<file path="config.mk">
export PLATFORM = sky130hd
export DESIGN_NAME = serial_tc_deserializer
export DESIGN_NICKNAME = d
export VERILOG_FILES = /design/src/rtl/serial_tc_deserializer.sv
export SDC_FILE = /design/constraint.sdc
export NUM_CORES = 1
export LEC_CHECK = 0
export ABC_AREA = 1
export BUFFER_PORTS_ARGS = -buffer_cell sky130_fd_sc_hd__buf_2
export CAP_MARGIN = 20
export CORE_MARGIN = 2
export CORE_UTILIZATION = 33
export CTS_BUF_LIST = sky130_fd_sc_hd__clkbuf_8
export DETAILED_ROUTE_END_ITERATION = 8
export PLACE_DENSITY_LB_ADDON = 0.1
export SKIP_CTS_REPAIR_TIMING = 1
export SLEW_MARGIN = 20
export SYNTH_ARGS = -nofsm -noshare
export SYNTH_HDL_FRONTEND = slang
export SYNTH_SLANG_ARGS = --single-unit
</file>
<file path="constraint.sdc">
create_clock -name t_clk -period 1.37 [get_ports t_clk]
set_input_delay 0.2055 -clock t_clk [delete_from_list [all_inputs] [get_ports t_clk]]
set_output_delay 0.2055 -clock t_clk [all_outputs]
set_load 0.02 [all_outputs]
</file>
<file path="src/rtl/serial_tc_deserializer.sv">
// Receive end of the serial two's-complement link: LSB-first frame deserializer with valid/ready output.
// Optional macro TC_DECODE_EN enables the pass/invert decode FSM; when undefined, bits are stored as received.
module serial_tc_deserializer #(
   parameter int unsigned WIDTH = 4
) (
   input  logic             t_clk,
   input  logic             r,
   input  logic             i,
   input  logic             i_vld,
   input  logic             sof,
   output logic [WIDTH-1:0] q,
   output logic             q_vld,
   input  logic             q_rdy,
   output logic             ovf
);

   localparam int unsigned CNT_W = (WIDTH > 2) ? $clog2(WIDTH) : 1;
   localparam logic [CNT_W-1:0] LAST_BIT = CNT_W'(WIDTH - 1);

   logic [CNT_W-1:0] cnt;
   logic [WIDTH-1:0] shreg;

   logic [CNT_W-1:0] eff_cnt;
   logic [WIDTH-1:0] shift_nxt;
   logic             d;
   logic             last;

`ifdef TC_DECODE_EN
   typedef enum logic {S_PASS, S_INV} state_t;

   state_t state;
   state_t state_nxt;
   logic   eff_inv;

   // Mealy decode: pass bits through until the first 1, then invert the rest of the frame.
   always_comb begin
      eff_inv   = 1'b0;
      state_nxt = state;
      eff_inv   = !sof && (state == S_INV);
      d         = eff_inv ? ~i : i;
      state_nxt = (eff_inv || i) ? S_INV : S_PASS;
   end
`else
   always_comb begin
      d = i;
   end
`endif

   // A sof bit restarts the frame at bit 0, dropping any partial word.
   always_comb begin
      eff_cnt   = sof ? '0 : cnt;
      shift_nxt = sof ? '0 : shreg;
      shift_nxt[eff_cnt] = d;
      last      = (eff_cnt == LAST_BIT);
   end

   always_ff @(posedge t_clk) begin
      if (r) begin
         q     <= '0;
         q_vld <= 1'b0;
         ovf   <= 1'b0;
         cnt   <= '0;
         shreg <= '0;
`ifdef TC_DECODE_EN
         state <= S_PASS;
`endif
      end else begin
         if (q_vld && q_rdy) begin
            q_vld <= 1'b0;
         end
         if (i_vld) begin
            if (last) begin
               // Completion beats a same-edge handshake; q_vld stays set for the new word.
               q     <= shift_nxt;
               q_vld <= 1'b1;
               if (q_vld && !q_rdy) begin
                  ovf <= 1'b1;
               end
               cnt   <= '0;
               shreg <= '0;
`ifdef TC_DECODE_EN
               state <= S_PASS;
`endif
            end else begin
               cnt   <= eff_cnt + CNT_W'(1);
               shreg <= shift_nxt;
`ifdef TC_DECODE_EN
               state <= state_nxt;
`endif
            end
         end
      end
   end

endmodule

</file>
==> results of run 1 <==
[cells in the final DEF, fill, tap and decap left out, drive strengths merged]
cell type	count
buf	11
o21ai	7
nand3	7
a21oi	9
clkbuf	3
ha	1
dfxtp	11
nor2	8
inv	9
o21a	1
nand2	14
clkinv	1
[through the flow]
stage          area [um2]  worst slack, ps   util  std cells
2_1_floorplan         487              286      -         67
3_3_place_gp          561              182  0.420         93
3_5_place_dp          561              132  0.420         93
4_1_cts               607              133  0.455         97
5_1_grt               607             36.7  0.455         97
6_report              607              140  0.455         97
[state kept, by name, indices dropped and copies added, names as in the netlist]
name,flops
q_vld,1
ovf,1
shreg,3
q,4
cnt,2
[metal layers]
metal,wire length (um),vias to the layer above,global-route usage
met5,0,-,0
met4,10,0,0.0375
met3,81,2,0.0819
met2,459,12,0.194
met1,478,196,0.138
li1,-,247,-
[area by class of cell]
cell class,count,area share
Sequential cell,11,0.363
Tap cell,15,0.0309
Multi-Input combinational cell,47,0.384
Inverter,9,0.0557
Clock inverter,1,0.00825
Timing Repair Buffer,11,0.0907
Clock buffer,3,0.0680
[logic make-up after synthesis]
logic type | Yosys count | synth area share
AO/OA/AOI/OAI | 17 | 0.180
adder cells (fa/ha/maj) | 1 | 0.0257
buffers and inverters | 9 | 0.0694
flip-flops | 11 | 0.452
AND/OR/NAND/NOR | 29 | 0.273
[power by group through the flow]
stage          Clock [uW]  Sequential [uW]  Combinational (uW)
2_1_floorplan           0              346                38.1
3_3_place_gp            0              345                62.3
3_5_place_dp            0              345                62.4
4_1_cts               338              339                63.1
5_1_grt               357              340                71.2
6_report              332              339                62.0
[worst reg2reg max path, cell delays in order (launching register included)]
cell and delay (ps):
sky130_fd_sc_hd__dfxtp_1 350, sky130_fd_sc_hd__nand2_2 100, sky130_fd_sc_hd__inv_1 70, sky130_fd_sc_hd__ha_1 210
sky130_fd_sc_hd__o21ai_0 240, sky130_fd_sc_hd__nand2_1 80, sky130_fd_sc_hd__a21oi_1 120
[synth_stat cells (all sizes together)]
| master | instances | share of area |
|---|---|---|
| nand2 | 14 | 0.11 |
| dfxtp | 11 | 0.45 |
| a21oi | 9 | 0.093 |
| inv | 9 | 0.069 |
| nor2 | 8 | 0.077 |
| nand3 | 7 | 0.082 |
| o21ai | 7 | 0.072 |
| ha | 1 | 0.026 |
| o21a | 1 | 0.015 |
[how the worst min path moves through the flow]
| stage | start | to |
|---|---|---|
| global placement | r | shreg[1]$_SDFFE_PP0P_ |
| floorplan | r | shreg[0]$_SDFFE_PP0P_ |
| CTS | r | shreg[1]$_SDFFE_PP0P_ |
| detailed placement | r | shreg[1]$_SDFFE_PP0P_ |
| finish | r | shreg[0]$_SDFFE_PP0P_ |
| global route | r | shreg[1]$_SDFFE_PP0P_ |
==> impl_metrics.xml, run 1 <==
<?xml version="1.0" encoding="UTF-8"?>
<metrics>
  <group name="floorplanning">
    <metric name="rows" unit="">13</metric>
    <metric name="die_h" unit="um">42.4</metric>
    <metric name="initial_utilization" unit="">0.365</metric>
    <metric name="ioPinCount" unit="">12</metric>
    <metric name="floorplan.die_area" unit="mm2">0.00180</metric>
    <metric name="dieWidth" unit="um">42.4</metric>
    <metric name="fp.coreArea" unit="mm2">0.00133</metric>
  </group>
  <group name="final_layout">
    <metric name="fillers" unit="">145</metric>
    <metric name="final_net_count" unit="">90</metric>
    <metric name="fraction_of_final_layout_cells_sized_beyond_drive_strength_1" unit="">0.244</metric>
    <metric name="multiInputGateArea" unit="um2">233</metric>
    <metric name="areaGrowthSynthToFinish" unit="%">24.7</metric>
    <metric name="register_area" unit="um2">220</metric>
    <metric name="num_antenna_cells" unit="">0</metric>
  </group>
  <group name="global_routing">
    <metric name="grt_pass1_wl" unit="um">1630</metric>
    <metric name="grt_pass1_vias" unit="">398</metric>
    <metric name="grt_ovf" unit="">0</metric>
    <metric name="grt.total_usage" unit="">0.125</metric>
    <metric name="grt_start_max_net_pins" unit="">8</metric>
    <metric name="antenna_found_initial" unit="">0</metric>
  </group>
  <group name="drt">
    <metric name="detail_route.vias_per_cell" unit="">4.71</metric>
    <metric name="drt_iter0_drc" unit="">7</metric>
    <metric name="detail_route.wirelength" unit="um">1030</metric>
    <metric name="num_vias" unit="">457</metric>
    <metric name="drc" unit="">0</metric>
    <metric name="route.antenna.remaining_nets" unit="">0</metric>
    <metric name="routedWlPerCell" unit="um">10.6</metric>
    <metric name="dr.pass1.iters" unit="">4</metric>
  </group>
  <group name="power_and_ir_drop">
    <metric name="pwr-share-seq" unit="">0.463</metric>
    <metric name="fin_total_pwr" unit="uW">732</metric>
    <metric name="comb_power_share" unit="">0.085</metric>
    <metric name="pwr_density_cell" unit="mW/mm2">1210</metric>
    <metric name="clockPowerShare" unit="">0.453</metric>
    <metric name="worst_ir_drop_vdd" unit="uV">638</metric>
    <metric name="total_leakage_power" unit="uW">0.000291</metric>
    <metric name="p_int" unit="uW">553</metric>
    <metric name="netSwitchingFraction" unit="">0.245</metric>
    <metric name="p_switching" unit="uW">180</metric>
  </group>
  <group name="clock_tree">
    <metric name="tritoncts.num_buffers" unit="">3</metric>
    <metric name="clock_latency" unit="ps">240</metric>
    <metric name="clockRootBuffer" unit="">sky130_fd_sc_hd__clkbuf_8</metric>
    <metric name="cts.clk_slew.worst_paths" unit="ps">50</metric>
    <metric name="cts.htree.levels" unit="">1</metric>
    <metric name="cts_tree" unit="">done</metric>
    <metric name="tritoncts_num_sinks" unit="">11</metric>
    <metric name="longest_clk_path_bufs" unit="">2</metric>
  </group>
  <group name="logic_synthesis">
    <metric name="postSynthRegisterBits" unit="">11</metric>
    <metric name="yosysSeqAreaShare" unit="">0.452</metric>
    <metric name="count_of_different_cell_masters_after_synthesis" unit="">14</metric>
    <metric name="postSynthAreaPerCell" unit="um2">7.26</metric>
    <metric name="netlist_area" unit="um2">487</metric>
    <metric name="synthesis.instances" unit="">67</metric>
    <metric name="synth_warnings" unit="">0</metric>
    <metric name="synth.net_count" unit="">74</metric>
  </group>
  <group name="timing">
    <metric name="slew_of_the_pin_with_the_lowest_slew_margin" unit="ps">242</metric>
    <metric name="max_slew_margin" unit="">0.837</metric>
    <metric name="setup_viol" unit="">0</metric>
    <metric name="final.setup_skew" unit="ps">0.454</metric>
    <metric name="finalCritPeriodShare" unit="">0.898</metric>
    <metric name="finalSetupTns" unit="ps">0</metric>
    <metric name="rsz0062_at_grt" unit="">no</metric>
    <metric name="final_max_slew_viol_count" unit="">0</metric>
    <metric name="timing.hold.ws" unit="ps">179</metric>
    <metric name="min_period" unit="ps">1230</metric>
    <metric name="fmaxAchievable" unit="MHz">813</metric>
    <metric name="hold_violations" unit="">0</metric>
  </group>
  <group name="placed_design">
    <metric name="io_buffers" unit="">11</metric>
    <metric name="globalplace.congestion" unit="">0.776</metric>
  </group>
  <group name="hold_path">
    <metric name="hp-class" unit="">primary input to flip-flop</metric>
    <metric name="min_delay_path_depth" unit="">2</metric>
  </group>
  <group name="run">
    <metric name="maxCapViolCount" unit="">0</metric>
  </group>
  <group name="setup_path">
    <metric name="worstPathMaxFanout" unit="">4</metric>
    <metric name="setup.worst_path.start" unit="">cnt[0]$_SDFFE_PP0P_</metric>
    <metric name="cp_num_cells" unit="">6</metric>
    <metric name="critical_path.max_stage_delay" unit="ps">350</metric>
    <metric name="critical-path-top-delay-family" unit="">compound AO/OA/AOI/OAI gates</metric>
    <metric name="total_buffers_and_inverters_traversed_by_the_critical_path" unit="">1</metric>
    <metric name="cp_slowest_cell" unit="">sky130_fd_sc_hd__dfxtp_1</metric>
    <metric name="cp-end-kind" unit="">flip-flop</metric>
    <metric name="setup.worst_path.start_class" unit="">flip-flop</metric>
    <metric name="timing.rr.start" unit="">cnt[0]$_SDFFE_PP0P_</metric>
    <metric name="worst_ep_required_time" unit="ps">1550</metric>
    <metric name="worst_path_cell_trace" unit="">nand2_2 -&gt; inv_1 -&gt; ha_1 -&gt; o21ai_0 -&gt; nand2_1 -&gt; a21oi_1</metric>
    <metric name="termination_of_the_worst_setup_path" unit="">shreg[1]$_SDFFE_PP0P_</metric>
    <metric name="regToRegSetupSlack" unit="ps">140</metric>
    <metric name="rr_endpoint" unit="">shreg[1]$_SDFFE_PP0P_</metric>
    <metric name="cp.arrival" unit="ps">1410</metric>
    <metric name="rr_worst_depth" unit="">6</metric>
    <metric name="timing.setup.critical_path_class" unit="">flip-flop to flip-flop</metric>
  </group>
  <group name="run_status">
    <metric name="status" unit="">complete, no violations</metric>
  </group>
</metrics>
Note: power is estimated with default switching activity, not from simulation.
==> inputs of run 2 (changes only) <==
ABC_AREA = unset   (was 1)
==> impl_metrics.xml, run 2 <==
<?xml version="1.0" encoding="UTF-8"?>
<metrics>
  <group name="setup_path">
    <metric name="cp-end-kind" unit="">flip-flop</metric>
    <metric name="timing.setup.critical_path_class" unit="">flip-flop to flip-flop</metric>
    <metric name="critical-path-top-delay-family" unit="">multiplexers</metric>
    <metric name="worstPathMaxFanout" unit="">5</metric>
    <metric name="cp.arrival" unit="ps">1400</metric>
    <metric name="rr_worst_depth" unit="">5</metric>
    <metric name="worst_ep_required_time" unit="ps">1490</metric>
    <metric name="critical_path.max_stage_delay" unit="ps">360</metric>
    <metric name="regToRegSetupSlack" unit="ps">90</metric>
    <metric name="cp_slowest_cell" unit="">sky130_fd_sc_hd__mux2_2</metric>
    <metric name="rr_endpoint" unit="">q[0]$_SDFFE_PP0P_</metric>
    <metric name="worst_path_cell_trace" unit="">buf_4 -&gt; o21bai_1 -&gt; mux2_2 -&gt; mux2i_1 -&gt; nor2_1</metric>
    <metric name="setup.worst_path.start_class" unit="">flip-flop</metric>
    <metric name="timing.rr.start" unit="">cnt[0]$_SDFFE_PP0P_</metric>
    <metric name="total_buffers_and_inverters_traversed_by_the_critical_path" unit="">1</metric>
  </group>
  <group name="hold_path">
    <metric name="timing.hold.worst_endpoint" unit="">q_vld$_SDFF_PP0_</metric>
    <metric name="hp-class" unit="">primary input to flip-flop</metric>
    <metric name="min_delay_path_depth" unit="">4</metric>
    <metric name="hold_path.startpoint" unit="">q_rdy</metric>
  </group>
  <group name="power_and_ir_drop">
    <metric name="total_leakage_power" unit="uW">0.000275</metric>
    <metric name="pwr-share-seq" unit="">0.467</metric>
    <metric name="clockPowerShare" unit="">0.432</metric>
    <metric name="netSwitchingFraction" unit="">0.218</metric>
    <metric name="worst_ir_drop_vdd" unit="uV">675</metric>
    <metric name="p_int" unit="uW">562</metric>
    <metric name="pwr_density_cell" unit="mW/mm2">1140</metric>
    <metric name="p_switching" unit="uW">157</metric>
    <metric name="comb_power_share" unit="">0.100</metric>
  </group>
  <group name="global_routing">
    <metric name="grt_start_max_net_pins" unit="">12</metric>
    <metric name="grt.total_usage" unit="">0.111</metric>
    <metric name="grt_pass1_vias" unit="">339</metric>
    <metric name="grt_ovf" unit="">0</metric>
    <metric name="antenna_found_initial" unit="">0</metric>
    <metric name="grt_pass1_wl" unit="um">1510</metric>
  </group>
  <group name="final_layout">
    <metric name="most_used_cells_in_the_layout_excluding_fill_and_tap_cells" unit="">sky130_fd_sc_hd__buf_2 (11), sky130_fd_sc_hd__dfxtp_1 (9), sky130_fd_sc_hd__nor2_1 (8)</metric>
    <metric name="fillers" unit="">145</metric>
    <metric name="top_register" unit="">q</metric>
    <metric name="final_net_count" unit="">77</metric>
    <metric name="reg_top3" unit="">q: 4 flops, shreg: 3 flops, cnt: 2 flops</metric>
    <metric name="most_common_library_cell_in_the_layout_ignoring_fill_and_taps" unit="">sky130_fd_sc_hd__buf_2</metric>
    <metric name="final_cell_count_no_fill" unit="">84</metric>
    <metric name="largest_register_ff_count" unit="">4</metric>
    <metric name="multiInputGateArea" unit="um2">251</metric>
    <metric name="register_area" unit="um2">223</metric>
    <metric name="fraction_of_final_layout_cells_sized_beyond_drive_strength_1" unit="">0.377</metric>
    <metric name="areaGrowthSynthToFinish" unit="%">28.9</metric>
    <metric name="num_antenna_cells" unit="">0</metric>
  </group>
  <group name="logic_synthesis">
    <metric name="synthFlopType" unit="">sky130_fd_sc_hd__dfxtp_1</metric>
    <metric name="postSynthRegisterBits" unit="">11</metric>
    <metric name="netlist_area" unit="um2">489</metric>
    <metric name="synth_top_area_frac" unit="">0.450</metric>
    <metric name="synth_largest_area_cell" unit="">sky130_fd_sc_hd__dfxtp_1</metric>
    <metric name="postSynthAreaPerCell" unit="um2">9.06</metric>
    <metric name="synth.top_cells.by_area" unit="">sky130_fd_sc_hd__dfxtp_1 (45%), sky130_fd_sc_hd__mux2i_1 (6.1%), sky130_fd_sc_hd__nor2_1 (6.1%)</metric>
    <metric name="synth.net_count" unit="">61</metric>
    <metric name="synthMostInstantiatedCell" unit="">sky130_fd_sc_hd__dfxtp_1</metric>
    <metric name="commonest_cells_post_synth" unit="">sky130_fd_sc_hd__dfxtp_1 (11), sky130_fd_sc_hd__nor2_1 (8), sky130_fd_sc_hd__a21oi_1 (4), sky130_fd_sc_hd__inv_1 (4)</metric>
    <metric name="synth_warnings" unit="">0</metric>
    <metric name="synthesis.instances" unit="">54</metric>
    <metric name="count_of_different_cell_masters_after_synthesis" unit="">25</metric>
    <metric name="synth-async-reset-ratio" unit="">0</metric>
    <metric name="count_of_flip_flops_with_a_built_in_enable_after_synthesis" unit="">0</metric>
    <metric name="yosysSeqAreaShare" unit="">0.450</metric>
  </group>
  <group name="timing">
    <metric name="final_max_slew_viol_count" unit="">0</metric>
    <metric name="max_slew_margin" unit="">0.791</metric>
    <metric name="setup_viol" unit="">0</metric>
    <metric name="finalSetupTns" unit="ps">0</metric>
    <metric name="final.setup_skew" unit="ps">1.36</metric>
    <metric name="slew_of_the_pin_with_the_lowest_slew_margin" unit="ps">314</metric>
    <metric name="finalCritPeriodShare" unit="">0.934</metric>
    <metric name="hold_violations" unit="">0</metric>
    <metric name="fmaxAchievable" unit="MHz">782</metric>
    <metric name="min_period" unit="ps">1280</metric>
    <metric name="rsz0062_at_grt" unit="">no</metric>
  </group>
  <group name="drt">
    <metric name="route.antenna.remaining_nets" unit="">0</metric>
    <metric name="routedWlPerCell" unit="um">11.0</metric>
    <metric name="detail_route.wirelength" unit="um">924</metric>
    <metric name="drt_iter0_drc" unit="">2</metric>
    <metric name="dr.pass1.iters" unit="">2</metric>
    <metric name="detail_route.vias_per_cell" unit="">4.71</metric>
    <metric name="num_vias" unit="">396</metric>
    <metric name="drc" unit="">0</metric>
  </group>
  <group name="clock_tree">
    <metric name="cts.clk_slew.worst_paths" unit="ps">50</metric>
    <metric name="cts.htree.levels" unit="">1</metric>
    <metric name="longest_clk_path_bufs" unit="">2</metric>
    <metric name="tritoncts.num_buffers" unit="">3</metric>
    <metric name="tritoncts_num_sinks" unit="">11</metric>
    <metric name="cts_tree" unit="">done</metric>
    <metric name="clock_latency" unit="ps">230</metric>
    <metric name="clockRootBuffer" unit="">sky130_fd_sc_hd__clkbuf_8</metric>
  </group>
  <group name="placed_design">
    <metric name="io_buffers" unit="">11</metric>
    <metric name="globalplace.congestion" unit="">0.734</metric>
    <metric name="place.detailed.hpwl" unit="um">684</metric>
    <metric name="total_placed_cells_including_tap_cells" unit="">80</metric>
  </group>
  <group name="floorplanning">
    <metric name="dieWidth" unit="um">42.5</metric>
    <metric name="fp.coreArea" unit="mm2">0.00135</metric>
    <metric name="initial_utilization" unit="">0.362</metric>
    <metric name="ioPinCount" unit="">12</metric>
    <metric name="floorplan.die_area" unit="mm2">0.00181</metric>
    <metric name="rows" unit="">13</metric>
    <metric name="die_h" unit="um">42.5</metric>
  </group>
  <group name="run_status">
    <metric name="status" unit="">complete, no violations</metric>
  </group>
  <group name="run">
    <metric name="maxCapViolCount" unit="">0</metric>
  </group>
</metrics>
## run 2: cell types whose count changed after synthesis, moves of 5 or more
cell                      delta
sky130_fd_sc_hd__a21oi_1     -5
sky130_fd_sc_hd__o21ai_0     -6
sky130_fd_sc_hd__nand2_1    -11
sky130_fd_sc_hd__nand3_1     -5
## run 2: worst reg2reg max path: cells and delay by family (launching register included)
family	cells	cell delay (ps)
multiplexers	2	490
flip-flops	1	330
AO/OA/AOI/OAI	1	150
buffers and inverters	1	140
AND/OR/NAND/NOR	1	50
## run 2: logic make-up after synthesis
kind of cell             count (synthesis)  synth area share
AO/OA/AOI/OAI                           11             0.153
AND/OR/NAND/NOR                         20             0.217
buffers and inverters                    7            0.0690
multiplexers                             4            0.0844
adder cells (fa/ha/maj)                  1            0.0256
flip-flops                              11             0.450
## run 2: power groups by stage
stage	clock network, uW	registers, uW	logic [uW]
3_3_place_gp	0	341	69.2
6_report	311	336	72.2
4_1_cts	325	334	68.5
5_1_grt	338	337	80.9
3_5_place_dp	0	341	68.0
2_1_floorplan	0	343	39.5
## run 2: final cells by class
cell class | count | share of cell area
tap | 15 | 0.0298
sequential | 11 | 0.353
clock buffer | 3 | 0.0655
inverter | 4 | 0.0238
clock inverter | 1 | 0.00595
timing repair buffer | 14 | 0.123
multi-input combinational | 36 | 0.399
## run 2: how the worst max path moves through the flow
stage,slack [ps],from,depth (start not counted),to
floorplan,120,cnt[1]$_SDFFE_PP0P_,6,q[1]$_SDFFE_PP0P_
finish,90,cnt[0]$_SDFFE_PP0P_,5,q[0]$_SDFFE_PP0P_
CTS,60,cnt[0]$_SDFFE_PP0P_,5,q[1]$_SDFFE_PP0P_
global placement,50,sof,6,q[1]$_SDFFE_PP0P_
detailed placement,20,sof,6,q[1]$_SDFFE_PP0P_
global route,1,cnt[0]$_SDFFE_PP0P_,6,shreg[1]$_SDFFE_PP0P_
## run 2: metal layers
metal / wire (um) / GRT usage
met5: 0 / 0
met1: 463 / 0.156
met2: 416 / 0.154
met4: 0 / 0
met3: 44 / 0.0647
## run 2: per-stage QoR
| step | instance area (um2) | total power, uW | hold WS (ps) | setup WS, ps | utilization |
|---|---|---|---|---|---|
| floorplan | 489 | 382 | 284 | 121 | - |
| global placement | 567 | 410 | 442 | 50.4 | 0.420 |
| detailed placement | 567 | 409 | 450 | 20.8 | 0.420 |
| CTS | 612 | 728 | 278 | 57.5 | 0.453 |
| global route | 631 | 756 | 296 | 1.50 | 0.467 |
| finish | 631 | 719 | 282 | 90.5 | 0.467 |
==> inputs of run 3 (changes only) <==
CELL_PAD_IN_SITES_DETAIL_PLACEMENT = 0   (was unset)
CELL_PAD_IN_SITES_GLOBAL_PLACEMENT = 1   (was unset)
==> impl_metrics.xml, run 3 (synthesis gave the netlist of run 2 again) <==
<?xml version="1.0" encoding="UTF-8"?>
<metrics>
  <group name="clock_tree">
    <metric name="tritoncts.num_buffers" unit="">3</metric>
    <metric name="clock_latency" unit="ps">230</metric>
    <metric name="longest_clk_path_bufs" unit="">2</metric>
    <metric name="cts.htree.levels" unit="">1</metric>
    <metric name="clockRootBuffer" unit="">sky130_fd_sc_hd__clkbuf_8</metric>
    <metric name="cts.clk_slew.worst_paths" unit="ps">50</metric>
    <metric name="tritoncts_num_sinks" unit="">11</metric>
    <metric name="cts_tree" unit="">done</metric>
  </group>
  <group name="placed_design">
    <metric name="io_buffers" unit="">11</metric>
    <metric name="globalplace.congestion" unit="">0.725</metric>
    <metric name="place_ws" unit="ps">44.3</metric>
    <metric name="place.detailed.hpwl" unit="um">731</metric>
  </group>
  <group name="setup_path">
    <metric name="timing.setup.critical_path_class" unit="">flip-flop to flip-flop</metric>
    <metric name="worst_ep_required_time" unit="ps">1490</metric>
    <metric name="cp.arrival" unit="ps">1390</metric>
    <metric name="setup.worst_path.start_class" unit="">flip-flop</metric>
    <metric name="timing.rr.start" unit="">cnt[0]$_SDFFE_PP0P_</metric>
    <metric name="worstPathMaxFanout" unit="">3</metric>
    <metric name="cp-end-kind" unit="">flip-flop</metric>
    <metric name="setup.worst_path.start" unit="">cnt[0]$_SDFFE_PP0P_</metric>
  </group>
  <group name="floorplanning">
    <metric name="initial_utilization" unit="">0.362</metric>
    <metric name="floorplan.die_area" unit="mm2">0.00181</metric>
    <metric name="dieWidth" unit="um">42.5</metric>
    <metric name="rows" unit="">13</metric>
    <metric name="ioPinCount" unit="">12</metric>
    <metric name="fp.coreArea" unit="mm2">0.00135</metric>
    <metric name="die_h" unit="um">42.5</metric>
  </group>
  <group name="global_routing">
    <metric name="grt_ovf" unit="">0</metric>
    <metric name="antenna_found_initial" unit="">0</metric>
    <metric name="grt_pass1_wl" unit="um">1560</metric>
    <metric name="grt_pass1_vias" unit="">385</metric>
    <metric name="grt.total_usage" unit="">0.116</metric>
    <metric name="grt_start_max_net_pins" unit="">12</metric>
  </group>
  <group name="power_and_ir_drop">
    <metric name="total_leakage_power" unit="uW">0.000286</metric>
    <metric name="pwr_density_cell" unit="mW/mm2">1130</metric>
    <metric name="worst_ir_drop_vdd" unit="uV">902</metric>
  </group>
  <group name="final_layout">
    <metric name="largest_register_ff_count" unit="">4</metric>
    <metric name="final_net_count" unit="">79</metric>
    <metric name="fraction_of_final_layout_cells_sized_beyond_drive_strength_1" unit="">0.352</metric>
    <metric name="num_antenna_cells" unit="">0</metric>
    <metric name="top_register" unit="">q</metric>
    <metric name="reg_top3" unit="">q: 4 flops, shreg: 3 flops, cnt: 2 flops</metric>
    <metric name="most_used_cells_in_the_layout_excluding_fill_and_tap_cells" unit="">sky130_fd_sc_hd__dfxtp_1 (11), sky130_fd_sc_hd__buf_2 (11), sky130_fd_sc_hd__nor2_1 (8)</metric>
    <metric name="areaGrowthSynthToFinish" unit="%">30.9</metric>
    <metric name="fillers" unit="">147</metric>
  </group>
  <group name="hold_path">
    <metric name="hp-class" unit="">primary input to flip-flop</metric>
    <metric name="hold_path.startpoint" unit="">i</metric>
  </group>
  <group name="timing">
    <metric name="hold_violations" unit="">0</metric>
    <metric name="final_max_slew_viol_count" unit="">0</metric>
    <metric name="fmaxAchievable" unit="MHz">788</metric>
    <metric name="final.setup_skew" unit="ps">2.26</metric>
    <metric name="finalCritPeriodShare" unit="">0.927</metric>
    <metric name="finalSetupTns" unit="ps">0</metric>
    <metric name="min_period" unit="ps">1270</metric>
    <metric name="slew_of_the_pin_with_the_lowest_slew_margin" unit="ps">296</metric>
    <metric name="rsz0062_at_grt" unit="">no</metric>
    <metric name="setup_viol" unit="">0</metric>
    <metric name="max_slew_margin" unit="">0.803</metric>
    <metric name="postLayoutSetupSlackWorst" unit="ps">100</metric>
  </group>
  <group name="run">
    <metric name="maxCapViolCount" unit="">0</metric>
  </group>
  <group name="drt">
    <metric name="detail_route.wirelength" unit="um">925</metric>
    <metric name="drt_iter0_drc" unit="">5</metric>
    <metric name="num_vias" unit="">408</metric>
    <metric name="detail_route.vias_per_cell" unit="">4.74</metric>
    <metric name="dr.pass1.iters" unit="">4</metric>
    <metric name="routedWlPerCell" unit="um">10.8</metric>
    <metric name="route.antenna.remaining_nets" unit="">0</metric>
    <metric name="drc" unit="">0</metric>
  </group>
  <group name="run_status">
    <metric name="status" unit="">complete, no violations</metric>
  </group>
</metrics>
-- run 3: layout make-up --
type	count	area [um2]	area share
Multi-Input combinational cell	36	249	0.389
Sequential cell	11	220	0.344
Timing Repair Buffer	16	92.6	0.145
Clock buffer	3	41.3	0.0645
Tap cell	15	18.8	0.0293
Inverter	4	15.0	0.0234
Clock inverter	1	3.75	0.00586
-- run 3: worst max-delay path: stages (launching register included) --
cell and delay (ps):
sky130_fd_sc_hd__dfxtp_1 320, sky130_fd_sc_hd__buf_4 140, sky130_fd_sc_hd__o21bai_1 150, sky130_fd_sc_hd__mux2_2 360, sky130_fd_sc_hd__mux2i_1 130, sky130_fd_sc_hd__nor2_1 50
-- run 3: routing by layer --
metal	routed length [um]	up-vias	global-route usage
met5	0	-	0
met4	0	0	0.0188
met3	42	0	0.0690
met2	400	10	0.178
met1	482	178	0.141
li1	-	220	-
-- run 3: power breakdown --
part	internal (uW)	total (uW)	switching, uW	leakage (uW)
combinational	39.5	77.3	37.8	0.000169
clock	196	311	115	0.0000269
sequential	329	334	4.88	0.0000894
-- run 3: worst paths after layout --
kind         slack (ps)                    end  depth (start not counted)
max                 100      q[0]$_SDFFE_PP0P_                          5
min                 280      q[3]$_SDFFE_PP0P_                          3
max reg2reg         100      q[0]$_SDFFE_PP0P_                          5
min reg2reg         450  shreg[0]$_SDFFE_PP0P_                          2
-- run 3: through the flow --
| stage | hold slack [ps] | util | cell area (um2) | total power [uW] | cells |
|---|---|---|---|---|---|
| after floorplan | 284 | - | 489 | 382 | 54 |
| after global placement | 441 | 0.431 | 582 | 417 | 82 |
| after detailed placement | 446 | 0.431 | 582 | 415 | 82 |
| after CTS | 271 | 0.464 | 627 | 734 | 86 |
| after global routing | 298 | 0.475 | 641 | 761 | 86 |
| final | 279 | 0.475 | 641 | 722 | 86 |
